<file path="config.mk">
export PLATFORM = sky130hd
export DESIGN_NAME = count_capture_unit
export DESIGN_NICKNAME = d
export VERILOG_FILES = /design/src/rtl/count_capture_unit.sv
export SDC_FILE = /design/constraint.sdc
export NUM_CORES = 1
export LEC_CHECK = 0
export CAP_MARGIN = 20
export CORE_ASPECT_RATIO = 0.6
export CORE_MARGIN = 2
export CORE_UTILIZATION = 35
export CTS_CLUSTER_SIZE = 12
export DETAILED_ROUTE_END_ITERATION = 16
export HOLD_SLACK_MARGIN = 0.12
export PLACE_DENSITY = 0.7
export SETUP_SLACK_MARGIN = 0.1
export SYNTH_ARGS = -nofsm -noshare
export SYNTH_HDL_FRONTEND = slang
export SYNTH_SLANG_ARGS = --single-unit
export TNS_END_PERCENT = 100
</file>
<file path="constraint.sdc">
create_clock -name clk -period 2.9 [get_ports clk]
set_input_delay 0.435 -clock clk [delete_from_list [all_inputs] [get_ports clk]]
set_output_delay 0.435 -clock clk [all_outputs]
set_load 0.02 [all_outputs]
</file>
<file path="src/rtl/count_capture_unit.sv">
// Input-capture stage: synchronises an async event line, timestamps the selected
// edge with the upstream count, and holds the result in a one-entry valid/ready register.
module count_capture_unit #(
  parameter int WIDTH       = 15,
  parameter int SYNC_STAGES = 2
) (
  input  logic             clk,
  input  logic             reset,
  input  logic [WIDTH-1:0] count_in,
  input  logic             event_in,
  input  logic [1:0]       edge_sel,
  input  logic             clear,
  input  logic             cap_ready,
  output logic             cap_valid,
  output logic [WIDTH-1:0] cap_value,
  output logic [WIDTH-1:0] cap_period,
  output logic             period_valid,
  output logic             overrun,
  output logic [7:0]       event_count
);

  localparam logic [0:0] EMPTY = 1'b0;
  localparam logic [0:0] FULL  = 1'b1;

  logic [SYNC_STAGES-1:0] sync_q;
  logic                   prev;
  logic                   s;
  logic                   rise;
  logic                   fall;
  logic                   q;
  logic [0:0]             state;
  logic [WIDTH-1:0]       last_ref;
  logic                   seen;
  logic                   accept;

  // NOTE: every flop below uses non-blocking assignment so all registers
  // update from pre-edge values, regardless of statement order.
  always_ff @(posedge clk or negedge reset) begin
    if (!reset) begin
      sync_q <= '0;
      prev   <= 1'b0;
    end else begin
      sync_q <= {sync_q[SYNC_STAGES-2:0], event_in};
      prev   <= s;
    end
  end

  assign s    = sync_q[SYNC_STAGES-1];
  assign rise = s & ~prev;
  assign fall = ~s & prev;

  // NOTE: q gets a default before the case so no path leaves it unassigned,
  // which would otherwise infer a latch.
  always_comb begin
    q = 1'b0;
    case (edge_sel)
      2'b00:   q = rise;
      2'b01:   q = fall;
      2'b10:   q = rise | fall;
      default: q = 1'b0;
    endcase
  end

  // A new capture is accepted when the register is empty or is being popped this cycle.
  assign accept    = (state == EMPTY) || cap_ready;
  assign cap_valid = (state == FULL);

  always_ff @(posedge clk or negedge reset) begin
    if (!reset) begin
      state        <= EMPTY;
      cap_value    <= '0;
      cap_period   <= '0;
      period_valid <= 1'b0;
      overrun      <= 1'b0;
      event_count  <= '0;
      last_ref     <= '0;
      seen         <= 1'b0;
    end else if (clear) begin
      state       <= EMPTY;
      overrun     <= 1'b0;
      seen        <= 1'b0;
      event_count <= '0;
    end else if (q) begin
      last_ref <= count_in;
      seen     <= 1'b1;
      if (accept) begin
        state        <= FULL;
        cap_value    <= count_in;
        cap_period   <= count_in - last_ref;
        period_valid <= seen;
        if (event_count != 8'hFF) event_count <= event_count + 8'd1;
      end else begin
        overrun <= 1'b1;
      end
    end else if (state == FULL && cap_ready) begin
      state <= EMPTY;
    end
  end

endmodule

</file>
Word level (Yosys, flattened, before mapping)
Cells that the tools add are included.
{"block": "word_totals", "ff_bits": 60, "inputBits": 22, "out_inout_bits": 41, "word_cells": 50}
{"block": "op_classes", "addsub": 2, "n_eq_ne": 5, "n_mux": 14, "n_bitwise": 7, "reduce_logical": 12}
{"operator": "$mux W8", "n": 4}
{"operator": "$sub A15 B15 Y15", "n": 1}
{"operator": "$mux W1", "n": 9}
{"operator": "$add A8 B1 Y8 const B", "n": 1}
{"operator": "$ne A8 B8 Y1 const B", "n": 1}
{"operator": "$reduce_and A2 Y1", "n": 3}
{"operator": "$reduce_and A3 Y1", "n": 2}
{"operator": "$reduce_bool A2 Y1", "n": 3}
{"operator": "$not A1 Y1", "n": 4}
{"operator": "$ne A3 B2 Y1 const B", "n": 1}
{"operator": "$pmux W1 S3", "n": 1}
{"operator": "$reduce_bool A3 Y1", "n": 1}
{"operator": "$and A1 B1 Y1", "n": 2}
{"operator": "$eq A2 B1 Y1 const B", "n": 1}
{"operator": "$eq A2 B2 Y1 const B", "n": 1}
{"operator": "$logic_not A2 Y1", "n": 1}
{"operator": "$ne A2 B2 Y1 const B", "n": 1}
{"operator": "$logic_and A1 B1 Y1", "n": 1}
{"operator": "$logic_or A1 B1 Y1", "n": 1}
{"operator": "$or A1 B1 Y1", "n": 1}

Logic depth before layout (Yosys ltp)
Gate-level depths: netlist of run 1.
{"block": "logic_depth", "depth_word": 6, "depth_mapped": 9, "mapped_depth_nobuf": 8}

Worst setup path before layout of run 1
OpenSTA, ideal clock, no wires.
{"block": "synth_timing", "path_type": "in2reg", "startpoint": "in count_in[0]", "endpoint": "reg cap_period[14]", "setup_time_ns": 0.095, "arrival_time_ns": 2.038, "required_time_ns": 2.805, "slack_ns": 0.766, "cell_stages": 8, "n_path_buf": 0, "cell_sequence": "inv_1 -> ha_1 -> fa_1 -> nor2b_1 -> o2111ai_1 -> a211o_1 -> and4_1 -> o31ai_1"}
{"block": "synth_via", "elab_chain_cells": 1}
{"element": "start: declaration", "line": "9", "text": "input logic [WIDTH-1:0] count_in,"}
{"element": "$sub A15 B15 Y15", "line": "89", "text": "cap_period <= count_in - last_ref;"}
{"element": "end signal: assignment", "line": "89"}
{"element": "end: declaration", "line": "16", "text": "output logic [WIDTH-1:0] cap_period,"}
No other way between the ends.
A chain may end at the register's enable or synchronous reset.

Worst setup path in the final report of run 1
Same ends and word-level chain as after synthesis.

==> impl_metrics.py, run 1 <==
metrics = {
    "outcome": {
        "status": "finished clean",
    },
    "placed_design": {
        "detailed_place_hpwl_um": 5790,
        "port_buffers": 62,
        "placed_cells": 499,
        "place.gp.congestion": 0.953,
    },
    "floorplan": {
        "fp.dieH_um": 78.0,
        "dieArea_um2": 9940,
        "coreArea_um2": 8690,
        "chipWidth_um": 127,
        "rows": 26,
        "io_pins": 63,
        "initial_core_util_pct": 36.8,
    },
    "clocking": {
        "clock_insertion_delay_worst_skew_ps": 330,
        "post-cts-setup-buffer-count": 0,
        "numClockSinks": 60,
        "cts_tree": "built",
        "postCtsResizedCells": 0,
        "post_cts_clock_slew_at_the_launch_and_capture_registers_of_the_worst_setup_and_hold_paths_ps": 50,
        "clockRootBuffer": "sky130_fd_sc_hd__clkbuf_16",
        "h-tree-depth": 3,
        "clock_path_buffers": 2,
        "cts_buffers": 9,
        "cts_hold_repair.buffers": 1,
    },
    "layout": {
        "drive_above_1_share_pct": 9.65,
        "insertedDiodeCount": 0,
        "fin_util_pct": 49.4,
        "most-common-layout-cells": "72 x sky130_fd_sc_hd__nand2_1, 61 x sky130_fd_sc_hd__clkdlybuf4s50_1, 60 x sky130_fd_sc_hd__dfrtp_1",
        "final.fill_count": 799,
        "layout.cells.non_filler": 516,
        "nNetsFinal": 439,
        "area_growth_syn_to_layout_pct": 34.3,
        "mostFrequentLayoutCell": "sky130_fd_sc_hd__nand2_1",
    },
    "route": {
        "wirelength_met1_um": 3970,
        "antenna_left": 0,
        "num_vias": 2637,
        "met3RoutedLength_um": 520,
        "finalWirelength_um": 7690,
        "avgViaCountPerCell": 5.11,
        "detailedRoute.firstIterationViolations": 226,
        "wl_met2_um": 3130,
        "drtPass1Iterations": 4,
        "drc": 0,
        "drt-wirelength-per-cell_um": 14.9,
        "topRoutingLayerUsed": "met4",
    },
    "worst_setup_path": {
        "critPathMaxFanout": 4,
        "critPathMaxStageDelay_ps": 470,
        "timing.critical_path.to_type": "flip-flop",
        "timing.critical_path.cells": "clkdlybuf4s50_1 > inv_1 > ha_1 > fa_1 > nor2b_1 > o2111ai_1 > a211o_1 > and4_1 > o31ai_1",
        "cp_slowest_cell": "sky130_fd_sc_hd__clkdlybuf4s50_1",
        "worst_path_dominant_cell_family": "compound AO/OA/AOI/OAI gates",
        "required_ps": 3130,
        "worst-setup-path-type": "input pin to flip-flop",
        "cp-start-kind": "input pin",
        "worst-endpoint-arrival_ps": 2740,
        "worstPathBufferInverterCount": 2,
    },
    "timing": {
        "post-route-min-period_ps": 2510,
        "finalMaxSlewViolations": 0,
        "rsz_0062_raised_after_global_routing": "no",
        "max_clock_freq_mhz": 399,
        "timing.final.setup_violations": 0,
        "worst_slew_pin_slew_ps": 578,
        "final_hold_viol_count": 0,
        "final.setup_skew_ps": 5.09,
        "tns_ps": 0,
        "final.period_utilization_pct": 86.4,
        "timing.max_slew.rel_slack_pct": 60.5,
    },
    "global_route": {
        "gr-usage-all-layers_pct": 17.1,
        "grt_first_pass_wirelength_um": 13400,
        "number_of_global_route_vias_before_repair": 2606,
        "pin_count_of_the_biggest_net_entering_global_routing": 26,
        "antenna_found_initial": 0,
        "globalRouteOverflowTotal": 0,
    },
    "yosys": {
        "netlist_area_um2": 3200,
        "ys.warnings.count": 0,
        "synth-edff-count": 0,
        "synth_top_cell_by_area": "sky130_fd_sc_hd__dfrtp_1",
        "seq_area_frac_synth_pct": 47.0,
        "synthCells": 329,
        "distinct_cell_type_count_of_the_synthesized_netlist": 45,
        "mean_post_synth_cell_area_um2": 9.72,
        "ys.flop_type": "sky130_fd_sc_hd__dfrtp_1",
        "postSynthNetCount": 369,
        "post-synth-top-area-fraction_pct": 47.0,
        "netlist_top_cells_area": "sky130_fd_sc_hd__dfrtp_1 47%, sky130_fd_sc_hd__nand2_1 8.5%, sky130_fd_sc_hd__ha_1 6.7%, sky130_fd_sc_hd__mux2_4 4.2%, sky130_fd_sc_hd__o21ai_0 2.5%",
        "ys_seq_elements": 60,
        "async_reset_ff_share_pct": 100,
    },
    "flow_run": {
        "cap_viol_max_count": 0,
    },
    "power": {
        "p_total_mw": 3.43,
        "p_per_area_nw_per_um2": 799,
        "leakage_nw": 1.98,
        "peak_supply_drop_mv": 0.358,
    },
    "min_path": {
        "hold_path.class": "flip-flop to flip-flop",
    },
}
cell type report:
| class | count | area [um^2] | area share [%] |
|---|---|---|---|
| Sequential cell | 60 | 1500 | 35.0 |
| Inverter | 20 | 75.1 | 1.75 |
| Clock buffer | 11 | 243 | 5.65 |
| Multi-Input combinational cell | 236 | 1550 | 36.2 |
| Clock inverter | 5 | 75.1 | 1.75 |
| Tap cell | 112 | 140 | 3.26 |
| Timing Repair Buffer | 72 | 706 | 16.4 |
sequential cells by signal, indices dropped and copies added, names as in the netlist:
name          count
cap_period       15
event_count       8
period_valid      1
seen              1
cap_valid         1
cap_value        15
sync_q            2
last_ref         15
overrun           1
prev              1
metal layers:
metal	global-route usage (%)	vias to the layer above
met5	0	-
met4	5.27	0
met3	5.45	8
met2	24.4	73
met1	24.5	1263
li1	-	1293
worst paths after layout:
| check | startpoint | end | slack (ps) | cells past startpoint |
|---|---|---|---|---|
| worst max-delay path | count_in[0] | cap_period[14] | 390 | 9 |
| worst max register to register | event_count[0] | event_count[7] | 620 | 6 |
| worst min-delay path | sync_q[0] | sync_q[1] | 350 | 0 |
| max in group asynchronous | reset | cap_value[14] | 1600 | 3 |
| worst min register to register | sync_q[0] | sync_q[1] | 350 | 0 |
| min in group asynchronous | reset | prev | 600 | 2 |
kinds of logic after synthesis:
| kind of cell | count (synthesis) | synth area share, % |
|---|---|---|
| and+or+nand+nor | 128 | 18.7 |
| AOI/OAI and AO/OA | 67 | 14.1 |
| DFF | 60 | 47.0 |
| buffers and inverters | 33 | 4.46 |
| adders and majority gates | 18 | 7.28 |
| muxes | 16 | 6.61 |
| xor gates and xnor gates | 7 | 1.92 |
per-stage QoR:
step | hold slack (ps) | area, um^2 | setup WS [ps]
final | 348 | 4290 | 394
after global routing | 373 | 4290 | 205
after CTS | 353 | 4290 | 414
after detailed placement | 344 | 3970 | 81.6
after global placement | 340 | 3970 | 101
after floorplan | 139 | 3200 | 766
worst register-to-register path: stages, from the launching register on:
cell and delay, ps:
sky130_fd_sc_hd__dfrtp_1 410, sky130_fd_sc_hd__ha_1 250, sky130_fd_sc_hd__and3_1 170, sky130_fd_sc_hd__a31oi_1 220, sky130_fd_sc_hd__nand3_1 360, sky130_fd_sc_hd__or4_1 600, sky130_fd_sc_hd__a21oi_1 180
Yosys cell counts (all sizes together) (5+ instances only):
cell type  count
nor2          13
nand3         11
nand2         72
inv           20
dfrtp         60
ha            17
nor2b          6
nand4          5
or4            6
o21ai         16
nand2b         5
buf            8
clkbuf         5
o31ai          7
a21oi         15
mux2          14
report_power, final:
part,switching (mW),internal (mW)
logic,0.629,0.538
clock network,0.370,0.770
registers,0.101,1.02
total,1.10,2.33
(Power assumes the default switching activity.)
==> inputs of run 2 (changes only) <==
--- a/config.mk
+++ b/config.mk
@@ -11,7 +11,7 @@
 export CORE_UTILIZATION = 35
 export CTS_CLUSTER_SIZE = 12
 export DETAILED_ROUTE_END_ITERATION = 16
-export HOLD_SLACK_MARGIN = 0.12
+export HOLD_SLACK_MARGIN = 0.1
 export PLACE_DENSITY = 0.7
 export SETUP_SLACK_MARGIN = 0.1
 export SYNTH_ARGS = -nofsm -noshare
==> results of run 2 <==
Same layout as run 1: the final DEF is identical, and so are final timing and power.
